--- src/rtl/interchange_rob_allocator.sv ---
// Purpose: allocates consecutive circular ROB IDs to up to `lanes` instructions per cycle, frees them on in-order retire, tracks per-unit load and idle.
// Latency: 1 cycle from accept to robEn_o/robId_o/payload; freeCount_o and unitLoad_o update on the same edge.
// Backpressure: stall_o is raised combinationally when the request needs more entries than are free; upstream holds its inputs.
module interchange_rob_allocator #(
    parameter int lanes                   = 4,
    parameter int robIndexWidth           = 7,
    parameter int instructionCounterWidth = 64,
    parameter int PidSize                 = 32,
    parameter int TidSize                 = 64,
    parameter int funcUnitCodeSize        = 3,
    parameter int idleCycles              = 16
) (
    input  logic                                                      clock_i,
    input  logic                                                      reset_i,
    input  logic [0:lanes-1]                                          enable_i,
    input  logic [0:lanes*instructionCounterWidth-1]                  majID_i,
    input  logic [0:lanes*PidSize-1]                                  pid_i,
    input  logic [0:lanes*TidSize-1]                                  tid_i,
    input  logic [0:lanes*funcUnitCodeSize-1]                         funcUnitType_i,
    output logic                                                      stall_o,
    output logic [0:lanes-1]                                          robEn_o,
    output logic [0:lanes*robIndexWidth-1]                            robId_o,
    output logic [0:lanes*instructionCounterWidth-1]                  majID_o,
    output logic [0:lanes*PidSize-1]                                  pid_o,
    output logic [0:lanes*TidSize-1]                                  tid_o,
    output logic [0:lanes*funcUnitCodeSize-1]                         funcUnitType_o,
    input  logic [0:lanes-1]                                          retireEn_i,
    input  logic [0:lanes*funcUnitCodeSize-1]                         retireFuncUnit_i,
    output logic                                                      retireErr_o,
    output logic [0:(1<<funcUnitCodeSize)*(robIndexWidth+1)-1]        unitLoad_o,
    output logic [0:(1<<funcUnitCodeSize)-1]                          unitIdle_o,
    output logic [0:robIndexWidth]                                    freeCount_o
);

    localparam int IW    = robIndexWidth;
    localparam int CW    = robIndexWidth + 1;
    localparam int FW    = funcUnitCodeSize;
    localparam int UNITS = 1 << funcUnitCodeSize;
    localparam int ICW   = $clog2(idleCycles + 1);
    localparam logic [CW-1:0]  DEPTH    = CW'(1 << robIndexWidth);
    localparam logic [ICW-1:0] IDLE_MAX = ICW'(idleCycles);

    logic [IW-1:0]  tail_q, head_q;
    logic [CW-1:0]  free_q;
    logic [CW-1:0]  load_q     [UNITS];
    logic [ICW-1:0] idle_cnt_q [UNITS];

    logic [CW-1:0]  alloc_cnt, ret_cnt, alloc_take, ret_take;
    logic [IW-1:0]  lane_id [lanes];
    logic           ret_gap, ret_contig, ret_legal, accept;
    logic [CW-1:0]  unit_alloc [UNITS];
    logic [CW-1:0]  unit_ret   [UNITS];

    // Lane IDs are tail plus the number of enabled lanes below, so disabled lanes leave no holes.
    always_comb begin
        alloc_cnt  = '0;
        ret_cnt    = '0;
        ret_gap    = 1'b0;
        ret_contig = 1'b1;
        for (int k = 0; k < lanes; k++) begin
            lane_id[k] = tail_q + alloc_cnt[IW-1:0];
            if (enable_i[k]) alloc_cnt = alloc_cnt + CW'(1);
        end
        for (int k = 0; k < lanes; k++) begin
            if (retireEn_i[k]) begin
                if (ret_gap) ret_contig = 1'b0;
                ret_cnt = ret_cnt + CW'(1);
            end else begin
                ret_gap = 1'b1;
            end
        end
    end

    // Registered free only: a same-cycle retire never unblocks allocation.
    assign stall_o    = alloc_cnt > free_q;
    assign accept     = (alloc_cnt != '0) && !stall_o;
    assign ret_legal  = ret_contig && (ret_cnt <= DEPTH - free_q);
    assign alloc_take = accept ? alloc_cnt : '0;
    assign ret_take   = ret_legal ? ret_cnt : '0;

    always_comb begin
        for (int u = 0; u < UNITS; u++) begin
            unit_alloc[u] = '0;
            unit_ret[u]   = '0;
            for (int k = 0; k < lanes; k++) begin
                if (accept && enable_i[k] && funcUnitType_i[k*FW +: FW] == FW'(u))
                    unit_alloc[u] = unit_alloc[u] + CW'(1);
                if (ret_legal && retireEn_i[k] && retireFuncUnit_i[k*FW +: FW] == FW'(u))
                    unit_ret[u] = unit_ret[u] + CW'(1);
            end
        end
    end

    always_ff @(posedge clock_i) begin
        if (reset_i) begin
            tail_q         <= '0;
            head_q         <= '0;
            free_q         <= DEPTH;
            retireErr_o    <= 1'b0;
            robEn_o        <= '0;
            robId_o        <= '0;
            majID_o        <= '0;
            pid_o          <= '0;
            tid_o          <= '0;
            funcUnitType_o <= '0;
            for (int u = 0; u < UNITS; u++) begin
                load_q[u]     <= '0;
                idle_cnt_q[u] <= IDLE_MAX;
            end
        end else begin
            tail_q         <= tail_q + alloc_take[IW-1:0];
            head_q         <= head_q + ret_take[IW-1:0];
            free_q         <= free_q - alloc_take + ret_take;
            retireErr_o    <= !ret_legal;
            majID_o        <= majID_i;
            pid_o          <= pid_i;
            tid_o          <= tid_i;
            funcUnitType_o <= funcUnitType_i;
            for (int k = 0; k < lanes; k++) begin
                robEn_o[k]            <= accept && enable_i[k];
                robId_o[k*IW +: IW]   <= lane_id[k];
            end
            // Idle counting looks at the load before this edge; a new allocation forces busy at once.
            for (int u = 0; u < UNITS; u++) begin
                load_q[u] <= load_q[u] + unit_alloc[u] - unit_ret[u];
                if (unit_alloc[u] != '0 || load_q[u] != '0)
                    idle_cnt_q[u] <= '0;
                else if (idle_cnt_q[u] != IDLE_MAX)
                    idle_cnt_q[u] <= idle_cnt_q[u] + ICW'(1);
            end
        end
    end

    always_comb begin
        freeCount_o = free_q;
        unitLoad_o  = '0;
        unitIdle_o  = '0;
        for (int u = 0; u < UNITS; u++) begin
            unitLoad_o[u*CW +: CW] = load_q[u];
            unitIdle_o[u]          = (idle_cnt_q[u] == IDLE_MAX);
        end
    end

endmodule

--- config.mk ---
export PLATFORM = sky130hd
export DESIGN_NAME = interchange_rob_allocator
export DESIGN_NICKNAME = d
export VERILOG_FILES = /design/src/rtl/interchange_rob_allocator.sv
export SDC_FILE = /design/constraint.sdc
export NUM_CORES = 1
export LEC_CHECK = 0
export ABC_AREA = 1
export BUFFER_PORTS_ARGS = -buffer_cell sky130_fd_sc_hd__buf_2
export CAP_MARGIN = 20
export CORE_AREA = 2 2 558 560
export DETAILED_ROUTE_END_ITERATION = 10
export DIE_AREA = 0 0 560 562
export GPL_ROUTABILITY_DRIVEN = 0
export PLACE_DENSITY = 0.3
export REMOVE_ABC_BUFFERS = 1
export SLEW_MARGIN = 20
export SYNTH_ARGS = -nofsm -noshare
export SYNTH_HDL_FRONTEND = slang
export SYNTH_SLANG_ARGS = --single-unit
--- constraint.sdc ---
create_clock -name clock_i -period 6 [get_ports clock_i]
set_input_delay 0.3 -clock clock_i [delete_from_list [all_inputs] [get_ports clock_i]]
set_output_delay 0.3 -clock clock_i [all_outputs]
set_load 0.02 [all_outputs]
==> metrics <==
Req. time, crit path 6670 ps; fin cells 10400; WL/cell 18.1 um; Critical Path Max Stage Delay 570 ps; fin area 55100 um^2; Crit Path Max Fanout 7; Tot GR Track Use 11.5%; Placed Area 44500 um^2; final setup fails 0; post-synthesis compound-gate area fraction 3.80%; fin nets 7064; Fin. Hold Viols 0; die height 562 um; fin. max-slew vios 0; drc violations 0; min Tclk post-route 5480 ps; Util after Layout 17.9%; Crit Path Category flip-flop to flip-flop; RSZ-0062 raised after global routing false; maxcap violations 0; via count 31700; number of global-route vias before repair 32800; layout cells sized above 1 29.8%; Setup Skew 35.2 ps; outcome completed; largest cells by area after synthesis dfxtp_1 (49%), inv_1 (13%), nor2_1 (11%); first-pass GRT wire length 255 mm; mapped cell area 31200 um^2; Worst Setup End Kind flip-flop; CP Launch Type flip-flop; Synth area leader dfxtp_1; xor-xnor portion of the synthesized cell area 1.21%; critical path arrival 6150 ps; port buffer count 1439; Layout area overhead 76.6%; Die Span X 560 um; Main synth FF type dfxtp_1; Post-Syn Area per Cell 8.12 um^2; fmax 182 MHz; Starting DRT DRC Count 1263; Die Area 315000 um^2; CTS tree yes; measured slew at the worst slew-check pin 1040 ps; Slew HR 30.3%; DRT Wirelength 188 mm; Seq cells post-synth 804; CTS Buffer Depth 4; Hold Crit Class primary input to flip-flop; asr flop ratio synth 0%; initial cell density of the core 10.1%; clock sink count 804; Slowest cell on crit path fa_1; row count 204; largest family of logic cells by synthesized area simple AND/OR/NAND/NOR gates; Initial DRT Pass Iterations 4; worst vdd rail ir drop 0.214 mV; H-tree level count 3; Yosys cell types 41; most common cell in the netlist inv_1; Skew-Pair Late Insertion Delay 810 ps; total power draw 18.0 mW; total CTS buffers 110; initial antenna violation count 60; CTS root buf clkbuf_16; total core area 308000 um^2; sequential-to-total area share from yosys stat 52.8%; I/O pin count 1440; synth warn 0; setup TNS 0 ps; fin crit share 91.3%; most frequent cells after synthesis inv_1 (1063), nor2_1 (918), dfxtp_1 (764); GRT Residual Overflow 0; top cell type's share of synthesized area 49.0%; post-synthesis simple-gate area fraction 17.9%; PwrDens 327 nW/um^2; cell count after placement 9487; Crit path top cell by count nand2_1; Pleak 28.7 nW; Synth Area in Adders 10.3%; EDFF count, synth 40; Vias per Instance 3.06; post-synthesis mux area share 0%; CTS clk-pin slew, worst paths 60 ps; DP Wirelength 158 mm; Antenna Nets Post-Route 0; largest net degree at the start of global routing 161; Synth Instances 3848
==> metal layers <==
| layer | vias up | GRT usage (%) | routed length, um |
|---|---|---|---|
| met2 | 1000 | 19.6 | 89400 |
| met3 | 227 | 3.00 | 12400 |
| met5 | - | 0 | 165 |
| li1 | 15800 | - | - |
| met4 | 26 | 2.72 | 4220 |
| met1 | 14700 | 14.3 | 81600 |
==> final timing paths <==
kind / slack, ps / end / depth (start not counted) / from
worst max-delay path: 520 / load_q[0][15] / 34 / freeCount_o[6]
worst max register to register: 520 / load_q[0][15] / 34 / freeCount_o[6]
worst min register to register: 490 / robId_o[14] / 1 / tail_q[6]
worst min-delay path: 80 / funcUnitType_o[9] / 3 / funcUnitType_i[9]
==> logic make-up after synthesis <==
| group | count (synthesis) |
|---|---|
| AND/OR/NAND/NOR | 1386 |
| buffers and inverters | 1159 |
| flip-flops | 804 |
| adder cells (fa/ha/maj) | 233 |
| AO/OA/AOI/OAI | 221 |
| XOR/XNOR | 43 |
| other | 2 |
==> placed cells by master (no fill, tap or decap), drive strengths merged <==
cell type	Yosys	routed
fa	39	39
dlymetal6s4s	0	1
nor3	20	20
a21oi	99	99
a21o	8	8
edfxtp	40	40
nand3b	2	2
a31oi	6	6
nor4	9	9
o21ai	93	93
nand2	293	293
clkinv	2	14
dfxtp	764	764
nand4	25	25
bufinv	0	4
xor2	20	20
diode	0	18
nand3	95	95
ha	194	194
o21bai	11	11
o31ai	1	1
dlygate4sd3	0	674
a22oi	1	1
a221oi	1	1
inv	1069	1082
and2	3	3
buf	6	1591
o21a	1	1
conb	2	21
clkbuf	82	155
or2	7	7
clkinvlp	0	4
nor2	932	932
xnor2	23	23
==> flip-flops by register name (all words and copies together), names as in the netlist <==
signal and flops:
majID_o 256, tid_o 256, pid_o 128, load_q 64
idle_cnt_q 40, robId_o 28, funcUnitType_o 12, freeCount_o 8
tail_q 7, robEn_o 4, retireErr_o 1
==> per-stage QoR <==
stage | hold slack [ps] | setup WS (ps)
global placement | 477 | -355
CTS | 65.4 | 8.84
floorplan | 367 | 264
finish | 84.2 | 520
global route | 67.8 | 36.6
detailed placement | 479 | -448
==> worst max-delay path: cells and delay by family (launching register included) <==
family,cells,cell delay (ps)
buffers and inverters,7,640
AO/OA/AOI/OAI,6,700
XOR/XNOR,1,160
AND/OR/NAND/NOR,14,1620
adder cells (fa/ha/maj),6,1820
flip-flops,1,400
==> repair_timing <==
item                                    4_1_cts  5_1_grt
gates cloned                                  0        0
endpoints found under the hold margin       659        0
endpoints found under the setup margin        1       29
setup buffers                                 0        3
gates resized for setup                       1       86
hold buffers                                675        0
pin swaps                                     0       17
==> where the power goes <==
group | leakage [nW] | total (mW) | internal (mW) | switching [mW]
registers | 6.84 | 6.33 | 5.92 | 0.406
clock network | 1.71 | 6.54 | 3.82 | 2.72
logic | 20.2 | 5.14 | 2.01 | 3.13
==> cell type report <==
cell class / instances / area [um^2]
Clock inverter: 33 / 355
Inverter: 1071 / 4030
Sequential cell: 804 / 16500
Multi-Input combinational cell: 1904 / 10800
Antenna cell: 18 / 45.0
Timing Repair Buffer: 2266 / 15200
Fill cell: 35300 / 253000
Tap cell: 4120 / 5150
Clock buffer: 155 / 3150
Note: power is estimated with default switching activity, not from simulation.
